--- src/rtl/mcu_pkg.sv ---
// mcu_pkg: shared types and constants for the memory access sequencer
package mcu_pkg;
   typedef enum logic [1:0] {IDLE, READ, WRITE, DONE} mem_state_t;
   localparam int DATA_W = 16;
   localparam int MEM_TIMEOUT = 15;
endpackage

--- src/rtl/mem_wait_timer.sv ---
// mem_wait_timer: 8-bit wait-state counter flagging when the count reaches TIMEOUT
module mem_wait_timer
   import mcu_pkg::*;
#(
   parameter int TIMEOUT = MEM_TIMEOUT
) (
   input  logic clk,
   input  logic reset,
   input  logic clear,
   input  logic en,
   output logic expired
);
   logic [7:0] cnt;
   always_ff @(posedge clk)
      if (reset || clear) cnt <= '0;
      else if (en) cnt <= cnt + 8'd1;
   assign expired = cnt == 8'(TIMEOUT);
endmodule

--- src/rtl/mem_access_ctrl.sv ---
// mem_access_ctrl: runs one read or write against external memory with a bounded ready wait
module mem_access_ctrl
   import mcu_pkg::*;
#(
   parameter int WIDTH = DATA_W,
   parameter int TIMEOUT = MEM_TIMEOUT
) (
   input  logic             clk,
   input  logic             reset,
   input  logic [WIDTH-1:0] address,
   input  logic [WIDTH-1:0] bus,
   input  logic             rd,
   input  logic             wr,
   input  logic [WIDTH-1:0] mem_rdata,
   input  logic             mem_ready,
   output logic [WIDTH-1:0] mem_addr,
   output logic [WIDTH-1:0] mem_wdata,
   output logic             mem_rd,
   output logic             mem_wr,
   output logic [WIDTH-1:0] data_out,
   output logic             busy,
   output logic             done,
   output logic             err
);
   mem_state_t state, state_n;
   logic expired, active;
   assign active = state == READ || state == WRITE;
   mem_wait_timer #(.TIMEOUT(TIMEOUT)) u_timer (
      .clk     (clk),
      .reset   (reset),
      .clear   (state == IDLE || state == DONE),
      .en      (active),
      .expired (expired)
   );
   always_ff @(posedge clk)
      if (reset) state <= IDLE;
      else state <= state_n;
   always_comb begin
      state_n = state;
      case (state)
         IDLE:        state_n = (rd && !wr) ? READ : (wr && !rd) ? WRITE : IDLE;
         READ, WRITE: state_n = (mem_ready || expired) ? DONE : state;
         default:     state_n = IDLE;
      endcase
   end
   // Strobes and status decode only the state register, so no input reaches them combinationally.
   always_comb begin
      mem_rd = state == READ;
      mem_wr = state == WRITE;
      busy   = state != IDLE;
      done   = state == DONE;
   end
   always_ff @(posedge clk)
      if (reset) begin
         mem_addr  <= '0;
         mem_wdata <= '0;
         data_out  <= '0;
         err       <= 1'b0;
      end else begin
         if (state == IDLE && rd && wr) err <= 1'b1;
         else if (state == IDLE && (rd || wr)) begin
            mem_addr <= address;
            err      <= 1'b0;
            if (wr) mem_wdata <= bus;
         end
         if (state == READ && mem_ready) data_out <= mem_rdata;
         // A ready arriving on the timeout cycle still counts as success.
         if (active && expired && !mem_ready) err <= 1'b1;
      end
endmodule

--- config.mk ---
export PLATFORM = sky130hd
export DESIGN_NAME = mem_access_ctrl
export DESIGN_NICKNAME = d
export VERILOG_FILES = /design/src/rtl/mcu_pkg.sv /design/src/rtl/mem_wait_timer.sv /design/src/rtl/mem_access_ctrl.sv
export SDC_FILE = /design/constraint.sdc
export NUM_CORES = 1
export LEC_CHECK = 0
export CELL_PAD_IN_SITES_DETAIL_PLACEMENT = 1
export CELL_PAD_IN_SITES_GLOBAL_PLACEMENT = 1
export CORE_MARGIN = 1
export CORE_UTILIZATION = 29
export DETAILED_ROUTE_END_ITERATION = 8
export PLACE_DENSITY_LB_ADDON = 0.1
export SLEW_MARGIN = 30
export SYNTH_ARGS = -nofsm -noshare
export SYNTH_HDL_FRONTEND = slang
export SYNTH_SLANG_ARGS = --single-unit
--- constraint.sdc ---
create_clock -name clk -period 2.25 [get_ports clk]
set_input_delay 0.5625 -clock clk [delete_from_list [all_inputs] [get_ports clk]]
set_output_delay 0.5625 -clock clk [all_outputs]
set_load 0.1 [all_outputs]
; ---- After elaboration in Yosys (flattened, before gate mapping)
; Index checks and enable logic that the tools add are counted.
[totals]
ff_bits = 59
in_bits = 53
out_inout_bits = 53
elab_cells = 42
[op_classes]
addsub = 1
eq_ne = 5
mux = 7
n_bitwise = 1
n_reduce_logical = 22
[ops]
columns = op, n
row1 = $add A8 B1 Y8 const B, 1
row2 = $eq A8 B4 Y1 const B, 1
row3 = $logic_and A1 B1 Y1, 8
row4 = $mux W2, 3
row5 = $logic_or A1 B1 Y1, 5
row6 = $eq A2 B2 Y1 const B, 2
row7 = $pmux W2 S2, 1
row8 = $logic_not A1 Y1, 3
row9 = $mux W1, 3
row10 = $reduce_and A3 Y1, 1
row11 = $reduce_bool A3 Y1, 1
row12 = $eq A2 B1 Y1 const B, 1
row13 = $logic_not A2 Y1, 1
row14 = $ne A2 B2 Y1 const B, 1
row15 = $reduce_and A2 Y1, 1
row16 = $reduce_bool A2 Y1, 1
row17 = $reduce_or A2 Y1, 1
row18 = $not A1 Y1, 1

; ---- Longest topological paths before layout
; Gate-level depths: netlist (run 1).
[depth]
word_depth = 5
depth_mapped = 7
mapped_depth_nobuf = 5

; ---- Hierarchy
; A second synthesis (run 1) with hierarchy kept.
[hier_totals]
cells_unflattened = 281
hier_area_um2 = 2434.8
[by_module_without_submodules]
columns = module, n_inst, cells_per_inst, area_per_inst_um2
row1 = mem_access_ctrl, 1, 241, 2077.0
row2 = mem_wait_timer, 1, 40, 357.8

; ---- Worst setup path after synthesis (run 1)
; Ideal clock, no wire load.
[synth_timing]
path_kind = reg2out
from = reg state[0]
to = out busy
arrival_ns = 1.779
required_time_ns = 1.688
setup_slack_ns = -0.091
path_stages_with_launch = 5
n_path_buf = 1
cell_sequence = dfxtp_1 inv_1 ha_1 inv_1 clkbuf_1
[synth_between]
elab_chain_len = 1
[synth_lines]
columns = element, line
row1 = from (decl), mem_access_ctrl.sv:25  ; mem_state_t state, state_n;
row2 = from (signal assigned), mem_access_ctrl.sv:37  ; else state <= state_n;
row3 = $reduce_bool A2 Y1, mem_access_ctrl.sv:50  ; busy = state != IDLE;
row4 = to (decl), mem_access_ctrl.sv:21  ; output logic busy,
; Every way passes these cells.

; ---- Worst setup path after layout (run 1)
; Same ends and word-level chain as after synthesis.

==> qor.txt, run 1 <==
Tcrit/Tclk final = 91.3%
Reg clk slew, reported paths = 0.06 ns
Lkg Pwr = 1.41 nW
post-synthesis compound-gate area fraction = 16.6%
crit end category = output port
mapped cell area = 0.00229 mm2
Worst Setup Start Kind = flop
Synth Register Bits = 59
die width = 90.8 um
met2 track demand over resource = 25.6%
slew margin rel. = 62.2%
Crit Path Max Fanout = 5
IO Port Bufs = 105
Slew @ Worst Pin = 0.565 ns
largest family of logic cells by synthesized area = simple AND/OR/NAND/NOR gates
Worst-Skew Late Latency = 0.33 ns
top post-synthesis cells by area = dfxtp_1 (52%), a21oi_1 (11%), nand2_1 (11%)
worst flop-to-flop path endpoint = u_timer.cnt[7]
M1 GR Usage = 22.1%
Core Region = 0.00769 mm2
pwr dens = 1210 mW/mm2
Critical Path AT = 1.49 ns
CTS tree = yes
Post-Route WL = 6600 um
area grow syn2layout = 56.4%
# IOs = 106
Clock Path Buffers = 2
Final Setup Violations = 0
R2R depth = 5
clk root buf = clkbuf_8
Simple-Gate Fraction of Synth Area = 20.9%
Post-Synthesis Cells = 278
Fmax = 487 MHz
Post-synth top cells = nand2_1 (67), dfxtp_1 (59), a21oi_1 (52), nand3_1 (21), o21ai_0 (21)
GRT busiest layer = met2
DR vias/cell = 4.66
Synth area leader = dfxtp_1
WHS = 0.449 ns
DRT iter0 DRCs = 35
post-synthesis net count = 337
count leader, synth = nand2_1
largest net degree at the start of global routing = 27
Clock H-tree levels = 3
Setup CP Type = reg -> out
Synth warnings = 0
Post-synth ARST share = 0%
Post-CTS Hold Buffers = 0
hold path depth = 1
R2R Setup Slk = 0.44 ns
adder-cell area share of the yosys netlist = 3.28%
Avg Cell Area, Syn = 8.22 um2
share of the synthesized area in the top cell type = 51.7%
Slew Viols, Final = 0
vias in the first global route = 2215
number of synthesized flops with an enable pin = 0
initial antenna violation count = 0
die area = 0.00824 mm2
Setup Buffers After CTS = 0
DR DRC count = 0
status = complete, no violations
top_reg_cell synth = dfxtp_1
cts repair resizes = 0
die height = 90.8 um
min-delay src = u_timer.cnt[0]
Final Hold Viols = 0
gr usage total = 16.8%
Filler cells = 927
Routed Antenna Nets = 0
CTS sink count = 59
unrepaired setup endpoints after global routing = no
r2r startpoint = state[0]
Hold WC Path Type = reg -> reg
Design Area, Final = 0.00358 mm2
HPWL Detailed = 4650 um
Final Skew = 0.0115 ns
row count = 32
post-route minimum period = 2.05 ns
DR pass1 iterations = 4
gp weighted congestion = 0.706
Post-Route Setup TNS = 0 ns
number of CTS-inserted buffers = 9
Max Cap Violations = 0
grt total ovfl = 0
VDD IR-drop max = 0.000718 V
Via Count = 2287
first-pass GRT wire length = 10900 um
Seq/Total Area, Yosys = 51.7%
Initial Utilization = 29.7%
met3 Track Usage GR = 4.55%
final core utilization = 46.5%
layout cell share with drive strength beyond 1 = 20.1%
post-synthesis xor/xnor area fraction = 2.24%
mux cell area share after synthesis = 0.876%
WL per Instance = 13.4 um
WHS Endpoint = u_timer.cnt[0]
Distinct cells, synth = 28
area post-placement = 0.00336 mm2
n_diodes = 0
Nets = 443
WP data required = 1.69 ns
layout make-up:
cell class / instances / area, um2 / share of cell area, %
clock buffers: 12 / 145 / 4.06
clock inverters: 4 / 73.8 / 2.06
inverters: 4 / 15.0 / 0.420
multi-input cells: 196 / 1000 / 28.0
flip-flops and latches: 59 / 1180 / 33.0
well taps: 102 / 128 / 3.57
repair buffers: 114 / 1030 / 28.8
through the flow:
stage          setup slack [ns]  std cells  total power [mW]
2_1_floorplan             0.185        278              2.72
3_3_place_gp              0.351        475              3.29
6_report                  0.196        491              4.33
4_1_cts                   0.153        491              4.40
3_5_place_dp              0.305        475              3.31
5_1_grt                  0.0751        491              4.56
cells in the final DEF (no fill, tap or decap), drive strengths merged:
master	Yosys	routed
ha	6	6
nand4b	1	1
dfxtp	59	59
nand2	67	67
and2	1	1
or4	1	1
bufinv	0	2
and3	1	1
and3b	2	2
o31ai	1	1
clkinv	0	2
a31oi	1	1
nand3b	1	1
inv	4	4
nand2b	4	4
mux2i	2	2
xnor2	3	3
clkbuf	12	12
o21ai	21	21
a21oi	52	52
xor2	2	2
nor4	1	1
clkdlybuf4s50	0	51
nor2	6	6
nand3	21	21
or3	2	2
buf	7	63
worst max path at each step:
stage               from       endpoint  depth (start not counted)
6_report        state[0]           busy                          4
5_1_grt         state[0]           busy                          4
4_1_cts         state[0]           busy                          4
3_5_place_dp          wr  mem_wdata[15]                          5
3_3_place_gp   mem_ready    data_out[7]                          4
2_1_floorplan   state[1]   data_out[10]                          7
power breakdown:
part	switching [mW]	internal (mW)
clock network	0.415	0.655
logic	1.48	0.527
registers	0.0810	1.18
sequential cells by signal, summed over array words and instances (netlist names):
| name | cells |
|---|---|
| state | 2 |
| u_timer.cnt | 8 |
| mem_wdata | 16 |
| data_out | 16 |
| err | 1 |
| mem_addr | 16 |
worst max-delay path: stages, from the launching register on:
cell     delay (ns)
dfxtp_1        0.42
inv_1          0.09
ha_1           0.24
inv_1          0.20
buf_12         0.21
per-layer routing:
| metal | vias up | share of wire, % | wire length (um) |
|---|---|---|---|
| li1 | 1145 | - | - |
| met1 | 1066 | 47 | 3110 |
| met2 | 68 | 45 | 2990 |
| met3 | 8 | 6.2 | 411 |
| met4 | 0 | 1.4 | 95 |
| met5 | - | 0 | 0 |
logic make-up (layout without fill, tap and decap cells):
group | Yosys count | count (layout)
multiplexers | 2 | 2
AO/OA/AOI/OAI | 75 | 75
adder cells (fa/ha/maj) | 6 | 6
AND/OR/NAND/NOR | 108 | 108
flip-flops | 59 | 59
XOR/XNOR | 5 | 5
buffers and inverters | 23 | 134
Power figures use the tool's default switching activity.
==> inputs of run 2 (changes only) <==
- CAP_MARGIN: not set -> 15
- CORE_UTILIZATION: 29 -> 30
- SYNTH_HIERARCHICAL: not set -> 1
==> run 2 against run 1 <==
Critical path depth stayed put. Clock power is 9.9% lower. Hold slack better by 0.0069 ns. Combinational power is 21% higher. Die area is 2.9% higher. Fmax is 8.3% higher. Routed wire length is 2.5% higher. Flip-flop and latch count stayed put. Largest power group unchanged. Highest routed layer unchanged.
==> qor.txt, run 2 <==
status = complete, no violations
Max Cap Violations = 0
number of synthesized flops with an enable pin = 0
CTS sink count = 59
DR DRC count = 0
Worst path max stage delay = 0.40 ns
pre-CTS setup slack = 0.301 ns
Synth warnings = 6
post-synthesis net count = 340
worst flop-to-flop path endpoint = u_timer/cnt[7]
gp weighted congestion = 0.707
Final Setup Violations = 0
Post-synth top cells = nand2_1 (68), dfxtp_1 (59), a21oi_1 (35), nand4b_1 (17), nand2b_1 (16)
Fmax = 528 MHz
clk root buf = clkbuf_8
placed insts = 476
Clock H-tree levels = 3
Core Region = 0.00781 mm2
# IOs = 106
count leader, synth = nand2_1
number of CTS-inserted buffers = 9
CP delay by family, top = flip-flops
die area = 0.00848 mm2
DR pass1 iterations = 4
mapped cell area = 0.00243 mm2
WL per Instance = 13.8 um
cts repair resizes = 0
die width = 92.1 um
final core utilization = 47.1%
Storage cell area = 0.00118 mm2
Seq/Total Area, Yosys = 48.5%
initial antenna violation count = 0
Avg Cell Area, Syn = 8.66 um2
Final Skew = 0.00881 ns
Tcrit/Tclk final = 84.3%
top post-synthesis cells by area = dfxtp_1 (49%), nand2_1 (10%), a21oi_1 (7.2%)
r2r startpoint = state[1]
vias in the first global route = 2316
Synth Register Bits = 59
crit end category = output port
Int Power = 2.40 mW
Filler cells = 931
final worst slack = 0.354 ns
Worst-Skew Late Latency = 0.33 ns
R2R Setup Slk = 0.39 ns
Reg clk slew, reported paths = 0.07 ns
Crit-path slowest cell = dfxtp_1
row count = 32
CTS tree = yes
worst path bufs/invs = 3
DRT iter0 DRCs = 39
post-route minimum period = 1.90 ns
share of the synthesized area in the top cell type = 48.5%
DR vias/cell = 4.64
n_diodes = 0
final cell count without fillers = 491
Routed Antenna Nets = 0
Top Registers = data_out (16), mem_addr (16), mem_wdata (16)
Synth area leader = dfxtp_1
Slew Viols, Final = 0
power share of the clock group = 20.6%
VDD IR-drop max = 0.000434 V
Final Hold Viols = 0
gr usage total = 16.6%
Crit Path Max Fanout = 5
Post-synth ARST share = 0%
Nets = 444
Clock Path Buffers = 2
most used cell, CP = inv_1
switching portion of total power = 48.7%
Slew @ Worst Pin = 0.569 ns
first-pass GRT wire length = 11200 um
Post-Route Setup TNS = 0 ns
slew margin rel. = 61.9%
pwr dens = 1270 mW/mm2
unrepaired setup endpoints after global routing = no
Comb power frac = 51.7%
CP endpoint = busy
Hold WC Path Type = reg -> reg
R2R depth = 5
commonest non-fill, non-tap cell in the layout = nand2_1
Setup Buffers After CTS = 0
Post-CTS Hold Buffers = 0
largest net degree at the start of global routing = 41
top_reg_cell synth = dfxtp_1
crit-path cells = inv_1 -> ha_1 -> inv_1 -> buf_12
HPWL Detailed = 4700 um
Worst Setup Start Kind = flop
die height = 92.1 um
Multi-input gate area = 0.00114 mm2
commonest non-fill, non-tap cells in the layout = nand2_1 (68), dfxtp_1 (59), buf_4 (56), clkdlybuf4s50_1 (51), a21oi_1 (35)
Setup CP Type = reg -> out
Distinct cells, synth = 30
sequential share of power = 27.6%
IO Port Bufs = 105
layout cell share with drive strength beyond 1 = 22.6%
grt total ovfl = 0
Initial Utilization = 31.2%
WP data required = 1.69 ns
switching component of the power = 2.27 mW
area grow syn2layout = 50.9%
Lkg Pwr = 1.44 nW
crit path launch = state[0]
CP Depth = 4
Critical Path AT = 1.33 ns
Via Count = 2277
Post-Route WL = 6770 um
Post-Synthesis Cells = 281
[run 2: cell count changes after synthesis, sizes merged, moves of 2 or more]
cell	before	now
xor2	2	4
nand4b	1	17
or3	2	4
nand2b	4	16
nand4	0	3
nand3b	1	4
a21oi	52	35
nand3	21	3
xnor2	3	1
[run 2: cells by family (layout without fill, tap and decap cells)]
logic type | Yosys count | in the layout | share of synthesized area, %
adder cells (fa/ha/maj) | 6 | 6 | 3.08
XOR/XNOR | 5 | 5 | 2.11
multiplexers | 1 | 1 | 0.411
AND/OR/NAND/NOR | 127 | 127 | 27.3
buffers and inverters | 24 | 132 | 4.78
flip-flops | 59 | 59 | 48.5
AO/OA/AOI/OAI | 59 | 59 | 13.8
[run 2: final cells by class]
cell class | instances | area share (%)
sequential | 59 | 32.1
inverter | 5 | 0.511
tap | 102 | 3.47
clock buffer | 13 | 4.32
timing repair buffer | 112 | 27.6
clock inverter | 2 | 0.953
multi-input combinational | 198 | 30.9
[run 2: metrics by stage]
step / cell area [um2] / total power [mW] / hold slack, ns
2_1_floorplan: 2430 / 3.13 / 0.458
3_3_place_gp: 3480 / 3.74 / 0.443
3_5_place_dp: 3480 / 3.76 / 0.450
4_1_cts: 3670 / 4.74 / 0.459
5_1_grt: 3670 / 4.92 / 0.473
6_report: 3670 / 4.67 / 0.456
[run 2: how the worst min path moves through the flow]
stage	startpoint	endpoint	cells past startpoint
floorplan	u_timer/cnt[7]	u_timer/cnt[7]	2
global placement	mem_wdata[5]	mem_wdata[5]	2
detailed placement	data_out[0]	data_out[0]	2
CTS	data_out[0]	data_out[0]	2
global route	data_out[0]	data_out[0]	2
finish	data_out[0]	data_out[0]	2
[run 2: power by group through the flow]
stage / Combinational (mW) / Sequential [mW] / Clock, mW
finish: 2.42 / 1.29 / 0.964
global route: 2.56 / 1.31 / 1.05
CTS: 2.44 / 1.29 / 0.997
detailed placement: 2.44 / 1.32 / 0
global placement: 2.42 / 1.31 / 0
floorplan: 0.956 / 2.17 / 0
[run 2: metal layers]
layer	vias up	wire length (um)	track usage, %
li1	1153	-	-
met1	1056	3110	21.5
met2	62	3180	26.7
met3	6	438	5.31
met4	0	43	4.30
met5	-	0	0
[run 2: worst register-to-register path: stages (launching register included)]
cell,delay [ns]
dfxtp_1,0.40
inv_1,0.09
ha_1,0.53
nand4_2,0.22
or3_1,0.40
a21oi_1,0.14
